--- src/rtl/fetch_stage.sv ---
// fetch_stage: owns the PC, issues in-order fetches to a variable-latency
// instruction memory, buffers returned words and presents decoder fields.
//
// Ports:
//   clk, rst                  clock, async active-low reset
//   imem_req_valid/ready/addr fetch request handshake and word address
//   imem_rsp_valid/data       in-order response, always accepted
//   redirect/redirect_target  taken branch / PC write from execute
//   stall                     downstream not consuming this cycle
//   if_valid, if_instr, if_pc, if_pc_plus8, if_cond, if_op, if_cmd, if_ind
//                             buffer head and its decoded slices
module fetch_stage #(
    parameter int unsigned       ADDR_W    = 32,
    parameter logic [ADDR_W-1:0] RESET_PC  = '0,
    parameter int unsigned       BUF_DEPTH = 2
) (
    input  logic              clk,
    input  logic              rst,
    output logic              imem_req_valid,
    input  logic              imem_req_ready,
    output logic [ADDR_W-1:0] imem_req_addr,
    input  logic              imem_rsp_valid,
    input  logic [31:0]       imem_rsp_data,
    input  logic              redirect,
    input  logic [ADDR_W-1:0] redirect_target,
    input  logic              stall,
    output logic              if_valid,
    output logic [31:0]       if_instr,
    output logic [ADDR_W-1:0] if_pc,
    output logic [ADDR_W-1:0] if_pc_plus8,
    output logic [3:0]        if_cond,
    output logic [1:0]        if_op,
    output logic [3:0]        if_cmd,
    output logic [1:0]        if_ind
);

    localparam int unsigned PW = (BUF_DEPTH > 1) ? $clog2(BUF_DEPTH) : 1;
    localparam int unsigned CW = $clog2(BUF_DEPTH + 1);
    localparam logic [PW-1:0] LAST  = PW'(BUF_DEPTH - 1);
    localparam logic [CW:0]   DEPTH = (CW+1)'(BUF_DEPTH);

    logic [ADDR_W-1:0] pc;
    logic              epoch;
    logic [CW-1:0]     outstanding;
    logic [CW-1:0]     bcount;

    // request-order FIFO: epoch and PC of every in-flight fetch
    logic              tag_ep [BUF_DEPTH];
    logic [ADDR_W-1:0] tag_pc [BUF_DEPTH];
    logic [PW-1:0]     tag_wp;
    logic [PW-1:0]     tag_rp;

    // instruction buffer
    logic [31:0]       buf_ins [BUF_DEPTH];
    logic [ADDR_W-1:0] buf_pc  [BUF_DEPTH];
    logic [PW-1:0]     buf_wp;
    logic [PW-1:0]     buf_rp;

    logic [CW:0] used;
    logic        issue;
    logic        push;
    logic        pop;

    function automatic logic [PW-1:0] inc(input logic [PW-1:0] p);
        return (p == LAST) ? '0 : p + PW'(1);
    endfunction

    // credits come from registered counts only, so a slot freed by a
    // pop this cycle is not reusable until the next cycle
    assign used           = {1'b0, outstanding} + {1'b0, bcount};
    assign imem_req_valid = rst && !redirect && (used < DEPTH);
    assign imem_req_addr  = pc;
    assign issue          = imem_req_valid && imem_req_ready;

    // stale-epoch responses and any response racing a redirect are dropped
    assign push = imem_rsp_valid && !redirect &&
                  (tag_ep[tag_rp] == epoch);

    assign if_valid = (bcount != '0);
    assign pop      = if_valid && !stall && !redirect;

    assign if_instr    = if_valid ? buf_ins[buf_rp] : '0;
    assign if_pc       = if_valid ? buf_pc[buf_rp] : '0;
    assign if_pc_plus8 = if_valid ? buf_pc[buf_rp] + ADDR_W'(8) : '0;
    assign if_cond     = if_instr[31:28];
    assign if_op       = if_instr[27:26];
    assign if_cmd      = if_instr[24:21];
    assign if_ind      = {if_instr[25], if_instr[20]};

    always_ff @(posedge clk or negedge rst) begin
        if (!rst) begin
            pc          <= RESET_PC;
            epoch       <= 1'b0;
            outstanding <= '0;
            tag_wp      <= '0;
            tag_rp      <= '0;
            bcount      <= '0;
            buf_wp      <= '0;
            buf_rp      <= '0;
        end else begin
            if (redirect) begin
                pc    <= redirect_target;
                epoch <= ~epoch;
            end else if (issue) begin
                pc <= pc + ADDR_W'(4);
            end

            if (issue) begin
                tag_wp <= inc(tag_wp);
            end
            if (imem_rsp_valid) begin
                tag_rp <= inc(tag_rp);
            end
            if (issue && !imem_rsp_valid) begin
                outstanding <= outstanding + CW'(1);
            end else if (!issue && imem_rsp_valid) begin
                outstanding <= outstanding - CW'(1);
            end

            if (redirect) begin
                bcount <= '0;
                buf_wp <= '0;
                buf_rp <= '0;
            end else begin
                if (push) begin
                    buf_wp <= inc(buf_wp);
                end
                if (pop) begin
                    buf_rp <= inc(buf_rp);
                end
                if (push && !pop) begin
                    bcount <= bcount + CW'(1);
                end else if (pop && !push) begin
                    bcount <= bcount - CW'(1);
                end
            end
        end
    end

    // storage needs no reset: pointers and counts qualify every read
    always_ff @(posedge clk) begin
        if (issue) begin
            tag_ep[tag_wp] <= epoch;
            tag_pc[tag_wp] <= pc;
        end
        if (push) begin
            buf_ins[buf_wp] <= imem_rsp_data;
            buf_pc[buf_wp]  <= tag_pc[tag_rp];
        end
    end

    a_rsp_orphan: assert property (@(posedge clk) disable iff (!rst)
        imem_rsp_valid |-> (outstanding != '0));

endmodule

--- config.mk ---
export PLATFORM = sky130hd
export DESIGN_NAME = fetch_stage
export DESIGN_NICKNAME = d
export VERILOG_FILES = /design/src/rtl/fetch_stage.sv
export SDC_FILE = /design/constraint.sdc
export NUM_CORES = 1
export LEC_CHECK = 0
export ABC_AREA = 1
export CORE_AREA = 2 2 219 178
export DETAILED_ROUTE_END_ITERATION = 7
export DIE_AREA = 0 0 221 180
export GPL_TIMING_DRIVEN = 1
export PLACE_DENSITY_LB_ADDON = 0.25
export SLEW_MARGIN = 20
export SYNTH_ARGS = -nofsm -noshare
export SYNTH_HDL_FRONTEND = slang
export SYNTH_SLANG_ARGS = --single-unit
--- constraint.sdc ---
create_clock -name clk -period 8.9 [get_ports clk]
set_clock_uncertainty 0.05 [all_clocks]
set_input_delay 2.225 -clock clk [delete_from_list [all_inputs] [get_ports clk]]
set_output_delay 2.225 -clock clk [all_outputs]
set_load 0.005 [all_outputs]
==> reports/qor_table.md <==
| Parameter | This run |
|:---|:---|
| Count of buffers inserted at the top-level ports | 211 |
| Total Negative Setup Slacks | 0 ps |
| DRT Wirelength | 30.62 mm |
| GRT Util Overall | 0.1517 |
| Routability congestion estimate from global placement | 0.9219 |
| Clock-pin slew reported for the worst setup and hold paths after clock tree synthesis | 60 ps |
| Final count of hold timing violations | 0 |
| Cell area after synthesis | 11,100 um2 |
| Hold Startpoint | outstanding[1] |
| Number of search-and-repair iterations in the first detailed-routing pass | 5 |
| Wire length of the first global-routing pass | 47.70 mm |
| Area added between synthesis and finish | 29.84% |
| Setup repair bufs after CTS | 0 |
| Clock latency at the later pin of the worst-skew pair | 540 ps |
| Starting DRC count in detailed routing | 649 |
| Crit Path Max Fanout | 65 |
| Portion of netlist area occupied by mux cells | 0.03248 |
| Pin count of the biggest net entering global routing | 80 |
| Tcrit/Tclk final | 0.7396 |
| R2r startpoint | outstanding[0] |
| Max H-tree Level | 1 |
| Hold crit path type | flip-flop to flip-flop |
| Total power | 0.004021 W |
| Number of nets produced by synthesis | 1,194 |
| Launching instance or port of the critical path | buf_rp |
| Largest vdd supply drop | 0.1478 mV |
| Clock root buffer | sky130_fd_sc_hd__clkbuf_16 |
| Worst slew slack as a fraction of its limit | 0.3625 |
| FMAX | 151.9 MHz |
| Synthesized-area fraction occupied by ao, oa, aoi and oai cells | 0.04939 |
| Setup repair after global routing missed its margin | no |
| Overall die height | 180 um |
| Number of diodes added for antenna fixing | 0 |
| Final count of pins violating max slew | 0 |
| Cell row count | 64 |
| Post-Syn Area per Cell | 9.907 um2 |
| Total congestion overflow after global routing | 0 |
| CTS tree | yes |
| Slew at the pin closest to its max-slew limit | 956.3 ps |
| Count of final setup violators | 0 |
| LEAKAGE | 5.392 nW |
| Critical path type | flip-flop to primary output |
| Count of antenna-violating nets left after detailed routing | 0 |
| I/O Pins | 212 |
| Result of the run | finished clean |
| Crit path capture type | primary output |
| TritonCTS Buffers | 25 |
| Main combinational cell family by area after synthesis | simple AND/OR/NAND/NOR gates |
| Core region area | 37,720 um2 |
| Number of buffers inserted by hold repair at cts | 0 |
| Vias in the first global route | 7,978 |
| Max clock buf depth | 3 |
| Ratio of total power to cell area | 279.1 nW/um2 |
| DRC violation count after routing | 0 |
| Number of instances in the synthesized netlist | 1,120 |
| Synthesized-area fraction occupied by and/or/nand/nor cells | 0.2246 |
| Shortest clock period the worst path allows after layout | 6583 ps |
| Synthesized-area fraction occupied by adder cells | 0.005187 |
| Req. time, crit path | 6630 ps |
| Via/cell ratio | 4.510 |
| Fraction of layout cells with a size suffix above 1 | 0.09302 |
| DP HPWL | 21.28 mm |
| Number of gates resized after CTS | 0 |
| Via total after detailed routing | 8,245 |
| Post-Synth XOR/XNOR Area | 0.01500 |
| Num Clock Sinks | 235 |
| Worst Path Arrival | 4310 ps |
| Overall die width | 221 um |
| Die Outline Area | 39,780 um2 |
| Average wire per cell in the routed design | 16.75 um |
| Unique masters post-synth | 36 |
| Register bit count reported by yosys | 235 |
| Number of nets in the final layout | 1,389 |
| Reported max-cap violation count | 0 |
| Yosys warns | 0 |
| Effective utilization at floorplan | 0.2942 |
| Fraction of the yosys area taken by sequential cells | 0.6175 |
| Antenna violations before repair | 0 |
| CP Launch Type | flip-flop |
==> through the flow <==
step / utilization / worst slack [ps] / cell area, um2 / instances / hold WS, ps
final: 0.3820 / 2317 / 14410 / 1828 / 456.9
after global routing: 0.3820 / 1955 / 14410 / 1828 / 488.5
after CTS: 0.3819 / 2224 / 14400 / 1828 / 463.8
after detailed placement: 0.3606 / 2768 / 13600 / 1783 / 451.0
after global placement: 0.3606 / 2792 / 13600 / 1783 / 450.8
after floorplan: - / 3007 / 11100 / 1120 / 432.2
==> cell families (layout without fill, tap and decap cells) <==
group	Yosys count	count (layout)
adders and majority gates	4	4
buffers and inverters	134	347
muxes	32	32
xor gates and xnor gates	19	19
AOI/OAI and AO/OA	101	101
DFF	235	235
and+or+nand+nor	595	595
==> cells in the final DEF (no fill, tap or decap), types with 4 or more instances in the layout <==
cell type                           n
sky130_fd_sc_hd__a21oi_1           55
sky130_fd_sc_hd__buf_4             10
sky130_fd_sc_hd__clkbuf_1           5
sky130_fd_sc_hd__clkbuf_16         25
sky130_fd_sc_hd__clkdlybuf4s50_1  210
sky130_fd_sc_hd__dfrtp_1           40
sky130_fd_sc_hd__edfxtp_1         194
sky130_fd_sc_hd__inv_1             76
sky130_fd_sc_hd__inv_2              6
sky130_fd_sc_hd__mux2_2            32
sky130_fd_sc_hd__nand2_1          380
sky130_fd_sc_hd__nand2_2           13
sky130_fd_sc_hd__nand2_4            5
sky130_fd_sc_hd__nand3_1           38
sky130_fd_sc_hd__nand3b_1           4
sky130_fd_sc_hd__nand4_1            6
sky130_fd_sc_hd__nor2_1           110
sky130_fd_sc_hd__nor2_2             8
sky130_fd_sc_hd__nor2_4             8
sky130_fd_sc_hd__nor3_1            18
sky130_fd_sc_hd__o211ai_1           9
sky130_fd_sc_hd__o21ai_0           26
sky130_fd_sc_hd__o21bai_1           5
sky130_fd_sc_hd__xor2_1            17
==> worst max-delay path, stage by stage, from the launching register on <==
cell,delay [ps]
sky130_fd_sc_hd__dfrtp_2,380
sky130_fd_sc_hd__buf_4,340
sky130_fd_sc_hd__inv_2,500
sky130_fd_sc_hd__buf_4,520
sky130_fd_sc_hd__nand2_1,130
sky130_fd_sc_hd__nand2_1,180
sky130_fd_sc_hd__ha_1,220
sky130_fd_sc_hd__nand2_1,120
sky130_fd_sc_hd__nor2_2,210
sky130_fd_sc_hd__nand3_2,180
sky130_fd_sc_hd__nor2_2,170
sky130_fd_sc_hd__nand2_1,90
sky130_fd_sc_hd__o21ai_1,130
sky130_fd_sc_hd__clkdlybuf4s50_1,510
==> sequential cells by signal, indices dropped and copies added, names as in the netlist <==
| register | flops |
|---|---|
| tag_rp | 1 |
| tag_ep | 2 |
| buf_ins | 64 |
| tag_wp | 1 |
| outstanding | 2 |
| bcount | 2 |
| buf_rp | 1 |
| tag_pc | 64 |
| buf_wp | 1 |
| epoch | 1 |
| imem_req_addr | 32 |
| buf_pc | 64 |
==> routing by layer <==
layer | part of all wire | vias up | global-route usage
met1 | 0.50 | 3830 | 0.2335
met2 | 0.42 | 294 | 0.2201
met4 | 0.019 | 0 | 0.03329
li1 | - | 4088 | -
met3 | 0.064 | 33 | 0.02713
met5 | 0 | - | 0
==> power by group <==
part           internal [W]  total, W  switching (W)  leakage [nW]
Combinational      0.000687   0.00149       0.000807          2.74
Clock              0.000600   0.00103       0.000425         0.390
Sequential          0.00139   0.00150       0.000116          2.26
==> layout make-up <==
type / instances / area (um2)
Fill cell: 3783 / 23310
Sequential cell: 235 / 6853
Multi-Input combinational cell: 751 / 3645
Timing Repair Buffer: 220 / 2177
Clock buffer: 33 / 685.7
Tap cell: 495 / 619.3
Inverter: 82 / 307.8
Clock inverter: 12 / 118.9
==> path summary, 6_finish.rpt <==
| kind | endpoint | slack [ps] | cells past startpoint |
|---|---|---|---|
| max in group asynchronous | buf_rp | 6750 | 1 |
| max | if_pc_plus8[23] | 2320 | 13 |
| min reg2reg | outstanding[1] | 460 | 1 |
| max reg2reg | outstanding[1] | 5450 | 12 |
| min in group asynchronous | imem_req_addr[24] | 1630 | 1 |
| min | outstanding[1] | 460 | 1 |
==> cells in the mapped netlist (all sizes together) <==
cell | count | share of area
nand2 | 398 | 0.14
edfxtp | 194 | 0.53
nor2 | 126 | 0.048
inv | 82 | 0.028
a21oi | 55 | 0.025
dfrtp | 41 | 0.092
nand3 | 40 | 0.020
buf | 38 | 0.023
mux2 | 32 | 0.032
o21ai | 29 | 0.013
nor3 | 18 | 0.0081
xor2 | 17 | 0.013
clkbuf | 14 | 0.0047
o211ai | 9 | 0.0061
nand4 | 6 | 0.0034
o21bai | 5 | 0.0034
nand3b | 4 | 0.0027
ha | 3 | 0.0034
or2 | 2 | 0.0011
xnor2 | 2 | 0.0016
a211oi | 1 | 0.00068
a31oi | 1 | 0.00056
fa | 1 | 0.0018
nor3b | 1 | 0.00068
o221ai | 1 | 0.00079
No activity file was read; power rests on OpenSTA's default activity.
